File: src/rtl/brpred_pkg.sv
// Shared defaults and entry layout for the branch-prediction queue.
// The BRANCH_PERF_CNT_EN macro (see branch_resolve) enables the performance counters.
package brpred_pkg;

    localparam int XLEN_DEFAULT  = 32;
    localparam int DEPTH_DEFAULT = 2;

    typedef struct packed {
        logic                    taken;
        logic [XLEN_DEFAULT-1:0] pc_alt;
    } brpred_entry_t;

endpackage

File: src/rtl/brpred_fifo.sv
// Pointer-based in-order queue of outstanding predictions.
// A synchronous clear empties it in one cycle; pointers wrap modulo DEPTH.
module brpred_fifo
    import brpred_pkg::*;
#(
    parameter int DEPTH = DEPTH_DEFAULT,
    parameter int WIDTH = XLEN_DEFAULT + 1
) (
    input  logic             clk,
    input  logic             rst,
    input  logic             clear,
    input  logic             push,
    input  logic             pop,
    input  logic [WIDTH-1:0] wdata,
    output logic [WIDTH-1:0] rdata,
    output logic             full,
    output logic             empty
);

    localparam int PW = $clog2(DEPTH);
    localparam int CW = PW + 1;

    logic [WIDTH-1:0] mem_q [DEPTH];
    logic [WIDTH-1:0] mem_d [DEPTH];
    logic [PW-1:0]    wr_ptr_q, wr_ptr_d;
    logic [PW-1:0]    rd_ptr_q, rd_ptr_d;
    logic [CW-1:0]    count_q, count_d;

    always_comb begin
        mem_d    = mem_q;
        wr_ptr_d = wr_ptr_q;
        rd_ptr_d = rd_ptr_q;
        count_d  = count_q;
        if (clear) begin
            wr_ptr_d = '0;
            rd_ptr_d = '0;
            count_d  = '0;
        end else begin
            if (push) begin
                mem_d[wr_ptr_q] = wdata;
                wr_ptr_d        = wr_ptr_q + PW'(1);
            end
            if (pop) begin
                rd_ptr_d = rd_ptr_q + PW'(1);
            end
            case ({push, pop})
                2'b10:   count_d = count_q + CW'(1);
                2'b01:   count_d = count_q - CW'(1);
                default: count_d = count_q;
            endcase
        end
    end

    always_ff @(posedge clk or posedge rst) begin
        if (rst) begin
            mem_q    <= '{default: '0};
            wr_ptr_q <= '0;
            rd_ptr_q <= '0;
            count_q  <= '0;
        end else begin
            mem_q    <= mem_d;
            wr_ptr_q <= wr_ptr_d;
            rd_ptr_q <= rd_ptr_d;
            count_q  <= count_d;
        end
    end

    assign rdata = mem_q[rd_ptr_q];
    assign full  = (count_q == CW'(DEPTH));
    assign empty = (count_q == '0);

endmodule

File: src/rtl/branch_resolve.sv
// Branch resolution and mispredict recovery: compares ID outcomes with queued IF predictions.
// Define BRANCH_PERF_CNT_EN to build the saturating branch/mispredict counters.
module branch_resolve
    import brpred_pkg::*;
#(
    parameter int DEPTH = DEPTH_DEFAULT,
    parameter int XLEN  = XLEN_DEFAULT
) (
    input  logic            clk,
    input  logic            rst,
    input  logic            stall,
    input  logic            pred_valid,
    input  logic            pred_taken,
    input  logic [XLEN-1:0] pred_pc_alt,
    output logic            pred_ready,
    input  logic            res_valid,
    input  logic            res_taken,
    output logic            flush,
    output logic [XLEN-1:0] redirect_pc,
    output logic            upd_valid,
    output logic            upd_taken,
    output logic            err_overflow,
    output logic            err_underflow,
    output logic [31:0]     cnt_branches,
    output logic [31:0]     cnt_mispred
);

    logic            full, empty;
    logic [XLEN:0]   head;
    logic            head_taken;
    logic [XLEN-1:0] head_pc_alt;
    logic            accept, do_res, mispred, do_pop, do_push;
    logic            set_overflow, set_underflow;

    logic            flush_q, flush_d;
    logic [XLEN-1:0] redirect_pc_q, redirect_pc_d;
    logic            upd_valid_q, upd_valid_d;
    logic            upd_taken_q, upd_taken_d;
    logic            err_overflow_q, err_overflow_d;
    logic            err_underflow_q, err_underflow_d;

    assign head_taken  = head[XLEN];
    assign head_pc_alt = head[XLEN-1:0];

    // A registered flush means the queue was just cleared, so that cycle accepts nothing.
    always_comb begin
        accept        = !stall && !flush_q;
        do_res        = accept && res_valid && !empty;
        mispred       = do_res && (res_taken != head_taken);
        do_pop        = do_res && !mispred;
        do_push       = accept && pred_valid && !mispred && (!full || do_pop);
        set_overflow  = accept && pred_valid && !mispred && full && !do_pop;
        set_underflow = accept && res_valid && empty;
    end

    brpred_fifo #(
        .DEPTH (DEPTH),
        .WIDTH (XLEN + 1)
    ) u_fifo (
        .clk   (clk),
        .rst   (rst),
        .clear (mispred),
        .push  (do_push),
        .pop   (do_pop),
        .wdata ({pred_taken, pred_pc_alt}),
        .rdata (head),
        .full  (full),
        .empty (empty)
    );

    always_comb begin
        flush_d         = mispred;
        redirect_pc_d   = mispred ? head_pc_alt : '0;
        upd_valid_d     = do_res;
        upd_taken_d     = do_res && res_taken;
        err_overflow_d  = err_overflow_q || set_overflow;
        err_underflow_d = err_underflow_q || set_underflow;
    end

    always_ff @(posedge clk or posedge rst) begin
        if (rst) begin
            flush_q         <= 1'b0;
            redirect_pc_q   <= '0;
            upd_valid_q     <= 1'b0;
            upd_taken_q     <= 1'b0;
            err_overflow_q  <= 1'b0;
            err_underflow_q <= 1'b0;
        end else begin
            flush_q         <= flush_d;
            redirect_pc_q   <= redirect_pc_d;
            upd_valid_q     <= upd_valid_d;
            upd_taken_q     <= upd_taken_d;
            err_overflow_q  <= err_overflow_d;
            err_underflow_q <= err_underflow_d;
        end
    end

    assign pred_ready    = !full;
    assign flush         = flush_q;
    assign redirect_pc   = redirect_pc_q;
    assign upd_valid     = upd_valid_q;
    assign upd_taken     = upd_taken_q;
    assign err_overflow  = err_overflow_q;
    assign err_underflow = err_underflow_q;

`ifdef BRANCH_PERF_CNT_EN
    logic [31:0] cnt_branches_q, cnt_branches_d;
    logic [31:0] cnt_mispred_q, cnt_mispred_d;

    // Both counters stick at all-ones rather than wrapping.
    always_comb begin
        cnt_branches_d = cnt_branches_q;
        cnt_mispred_d  = cnt_mispred_q;
        if (do_res && (cnt_branches_q != 32'hFFFF_FFFF)) begin
            cnt_branches_d = cnt_branches_q + 32'd1;
        end
        if (mispred && (cnt_mispred_q != 32'hFFFF_FFFF)) begin
            cnt_mispred_d = cnt_mispred_q + 32'd1;
        end
    end

    always_ff @(posedge clk or posedge rst) begin
        if (rst) begin
            cnt_branches_q <= '0;
            cnt_mispred_q  <= '0;
        end else begin
            cnt_branches_q <= cnt_branches_d;
            cnt_mispred_q  <= cnt_mispred_d;
        end
    end

    assign cnt_branches = cnt_branches_q;
    assign cnt_mispred  = cnt_mispred_q;
`else
    assign cnt_branches = '0;
    assign cnt_mispred  = '0;
`endif

endmodule

File: config.mk
export PLATFORM = sky130hd
export DESIGN_NAME = branch_resolve
export DESIGN_NICKNAME = d
export VERILOG_FILES = /design/src/rtl/brpred_pkg.sv /design/src/rtl/brpred_fifo.sv /design/src/rtl/branch_resolve.sv
export SDC_FILE = /design/constraint.sdc
export NUM_CORES = 1
export LEC_CHECK = 0
export ABC_AREA = 1
export CAP_MARGIN = 25
export CORE_MARGIN = 1
export CORE_UTILIZATION = 45
export DETAILED_ROUTE_END_ITERATION = 16
export PLACE_DENSITY = 0.87
export SETUP_SLACK_MARGIN = 0.02
export SLEW_MARGIN = 20
export SYNTH_ARGS = -nofsm -noshare
export SYNTH_HDL_FRONTEND = slang
export SYNTH_SLANG_ARGS = --single-unit
export TNS_END_PERCENT = 1
File: constraint.sdc
create_clock -name clk -period 7.1 [get_ports clk]
set_input_delay 1.065 -clock clk [delete_from_list [all_inputs] [get_ports clk]]
set_output_delay 1.065 -clock clk [all_outputs]
set_load 0.02 [all_outputs]
==> flow_summary.json <==
{
  "via_per_inst": 4.82,
  "cp-startpoint": "stall",
  "cts_tree": "yes",
  "setup_viol": 0,
  "p_leak_nw": 2.77,
  "drt-pass1-iter-count": 4,
  "start_util_pct": 46.5,
  "synth_area_leaders": "dfrtp_1 (56%), nand2_1 (19%), buf_4 (10%)",
  "wl_um": 9860,
  "cp_max_fo": 34,
  "worstMarginPinSlew_ns": 0.775,
  "route.detailed.drc": 0,
  "slew_headroom_pct": 48.4,
  "yosysSeqAreaShare_pct": 55.8,
  "gp_congestion": 0.778,
  "rr_startpoint": "u_fifo.rd_ptr_q",
  "antenna_left": 0,
  "synth.top_cell.area_share_pct": 55.8,
  "rsz0062_at_grt": "false",
  "gr-total-overflow": 0,
  "wl_per_cell_um": 13.2,
  "cts_buffers": 9,
  "fin_crit_ns": 3.02,
  "grt_pass1_vias": 3486,
  "worstSetupEndpointType": "flop",
  "hold_viol": 0,
  "timing.hold.ws_ns": 0.484,
  "drt_iter0_drc": 180,
  "final.setup_skew_ns": 0.0129,
  "cts_root_buf": "clkbuf_8",
  "cp.required_ns": 7.40,
  "min_to": "u_fifo.mem_q[33]",
  "outcome": "finished, final reports clean",
  "syn_area_per_cell_um2": 8.82,
  "synth_seq_cells": 107,
  "crit_type": "input pin to flop",
  "vias": 3611,
  "layout-drive-gt1-share_pct": 5.71,
  "fin_setup_tns_ns": 0,
  "finalMaxSlewViolations": 0,
  "n_antenna_cell": 0,
  "gr-usage-all-layers_pct": 18.4,
  "cap_violations": 0,
  "synthCells": 544,
  "clock-sinks": 107,
  "ys_types": 26,
  "critical_path.startpoint_type": "input pin",
  "r2r_slack_ns": 4.23,
  "nets": 647,
  "yosysTopAreaCell": "dfrtp_1",
  "die_w_um": 105,
  "htreeDepth": 3,
  "cts_setup_buffers": 0,
  "die_h_um": 105,
  "dieArea_mm2": 0.0111,
  "min_path_type": "flop to flop",
  "rr_worst_depth": 10,
  "reg2reg_to": "u_fifo.mem_q[57]",
  "min_from": "u_fifo.mem_q[33]",
  "grt_pass1_wl_um": 16000,
  "rows": 37,
  "synth_warnings": 0,
  "timing.final.crit_share_pct": 42.5,
  "grt_max_degree": 90,
  "clockBufferDepth": 2,
  "min_path_cells": 2,
  "power.density_mw_per_mm2": 343,
  "ctsHoldBuffers": 0,
  "cp_data_arrival_time_ns": 3.32,
  "core_area_mm2": 0.0103,
  "max_freq_mhz": 331,
  "clk_pin_slew_ns": 0.09,
  "syn_to_final_growth_pct": 15.7,
  "io_pins": 141,
  "dpl.hpwl_um": 6460,
  "clk_latency_ns": 0.37,
  "cts_resized": 0,
  "grt_antenna_before_repair": 0,
  "io_buffers": 76,
  "synth.cell_area_mm2": 0.00480,
  "vdd_drop_max_uv": 176
}
-- per-layer routing --
layer,GRT usage (%),up-vias,share of wire [%]
met3,2.23,14,6.1
li1,-,1689,-
met2,32.4,174,51
met4,10.4,0,2.1
met5,0,-,0
met1,21.6,1734,41
-- cells in the final DEF (no fill, tap or decap), types with 2 or more instances in the layout --
cell type        Yosys  layout
nand2_2              2       3
nor2_1               5       5
nand3_1              7       7
clkinv_2             1       3
clkbuf_8             0       9
buf_4               67       2
nand3_2              3       3
clkinv_4             0       3
inv_1               13      12
a21oi_1             32      32
clkdlybuf4s50_1      0      76
o21ai_0              8       8
dfrtp_1            107     107
conb_1               1      64
nand2_1            237     236
o21ai_1             29      29
-- stage by stage --
step / instances / total power, mW / util (%) / area [um^2] / setup slack (ns)
after floorplan: 607 / 1.41 / - / 5030 / 3.22
after global placement: 733 / 1.52 / 52.0 / 5370 / 3.84
after detailed placement: 733 / 1.57 / 52.0 / 5370 / 3.70
after CTS: 749 / 1.90 / 53.7 / 5550 / 4.08
after global routing: 749 / 2.03 / 53.8 / 5550 / 3.83
final: 749 / 1.91 / 53.8 / 5550 / 4.08
-- layout make-up --
type,instances,area [um^2]
Fill cell,872,4770
Sequential cell,107,2680
Multi-Input combinational cell,396,1680
Timing Repair Buffer,79,787
Tap cell,136,170
Clock buffer,9,124
Inverter,15,60.1
Clock inverter,7,52.6
-- report_power, final --
group	total [mW]	switching (mW)	internal, mW
combinational	0.644	0.430	0.214
sequential	0.924	0.110	0.814
clock	0.337	0.207	0.129
total	1.91	0.748	1.16
-- cell usage after synthesis --
library cell	instances
conb_1	1
buf_2	6
o21ai_0	8
nand4_1	1
nor2_8	1
a21oi_1	32
clkinv_2	1
a21oi_4	1
nor2_2	1
nand3_2	3
nand2_4	1
inv_2	1
nand2_2	2
buf_6	4
nor2_4	1
nand3_1	7
buf_4	67
clkbuf_1	12
nor2_1	5
o21bai_1	1
dfrtp_1	107
nand2_1	237
o21ai_1	29
nand3_4	1
inv_1	13
a31o_2	1
-- worst max-delay path by stage --
| stage | end | slack, ns | cells past startpoint |
|---|---|---|---|
| floorplan | err_overflow | 3.22 | 1 |
| global route | u_fifo.mem_q[34] | 3.83 | 10 |
| detailed placement | u_fifo.mem_q[65] | 3.70 | 9 |
| finish | u_fifo.mem_q[57] | 4.08 | 10 |
| CTS | u_fifo.mem_q[57] | 4.08 | 10 |
| global placement | u_fifo.mem_q[65] | 3.84 | 8 |
-- critical path, stage by stage --
cell and delay, ns:
clkdlybuf4s50_1 0.42, inv_1 0.08, nand3_1 0.13, nor2_4 0.21
nand3_2 0.14, nand2_2 0.16, nand3_4 0.33, inv_2 0.55
nand2_1 0.14, nand2_1 0.10
-- flip-flops by register name, summed over array words and instances (netlist names) --
name and count:
u_fifo.wr_ptr_q 1, u_fifo.mem_q 66, redirect_pc 32, upd_valid 1, flush 1, upd_taken 1, err_overflow 1, u_fifo.count_q 2
err_underflow 1, u_fifo.rd_ptr_q 1
-- kinds of logic (layout without fill, tap and decap cells) --
logic type / count (synthesis) / after routing / synth area share (%)
buffers and inverters: 104 / 110 / 14.2
AO/OA/AOI/OAI: 72 / 72 / 7.87
flip-flops: 107 / 107 / 55.8
other: 1 / 64 / 0.0782
AND/OR/NAND/NOR: 260 / 260 / 22.1
Power figures use the tool's default switching activity.
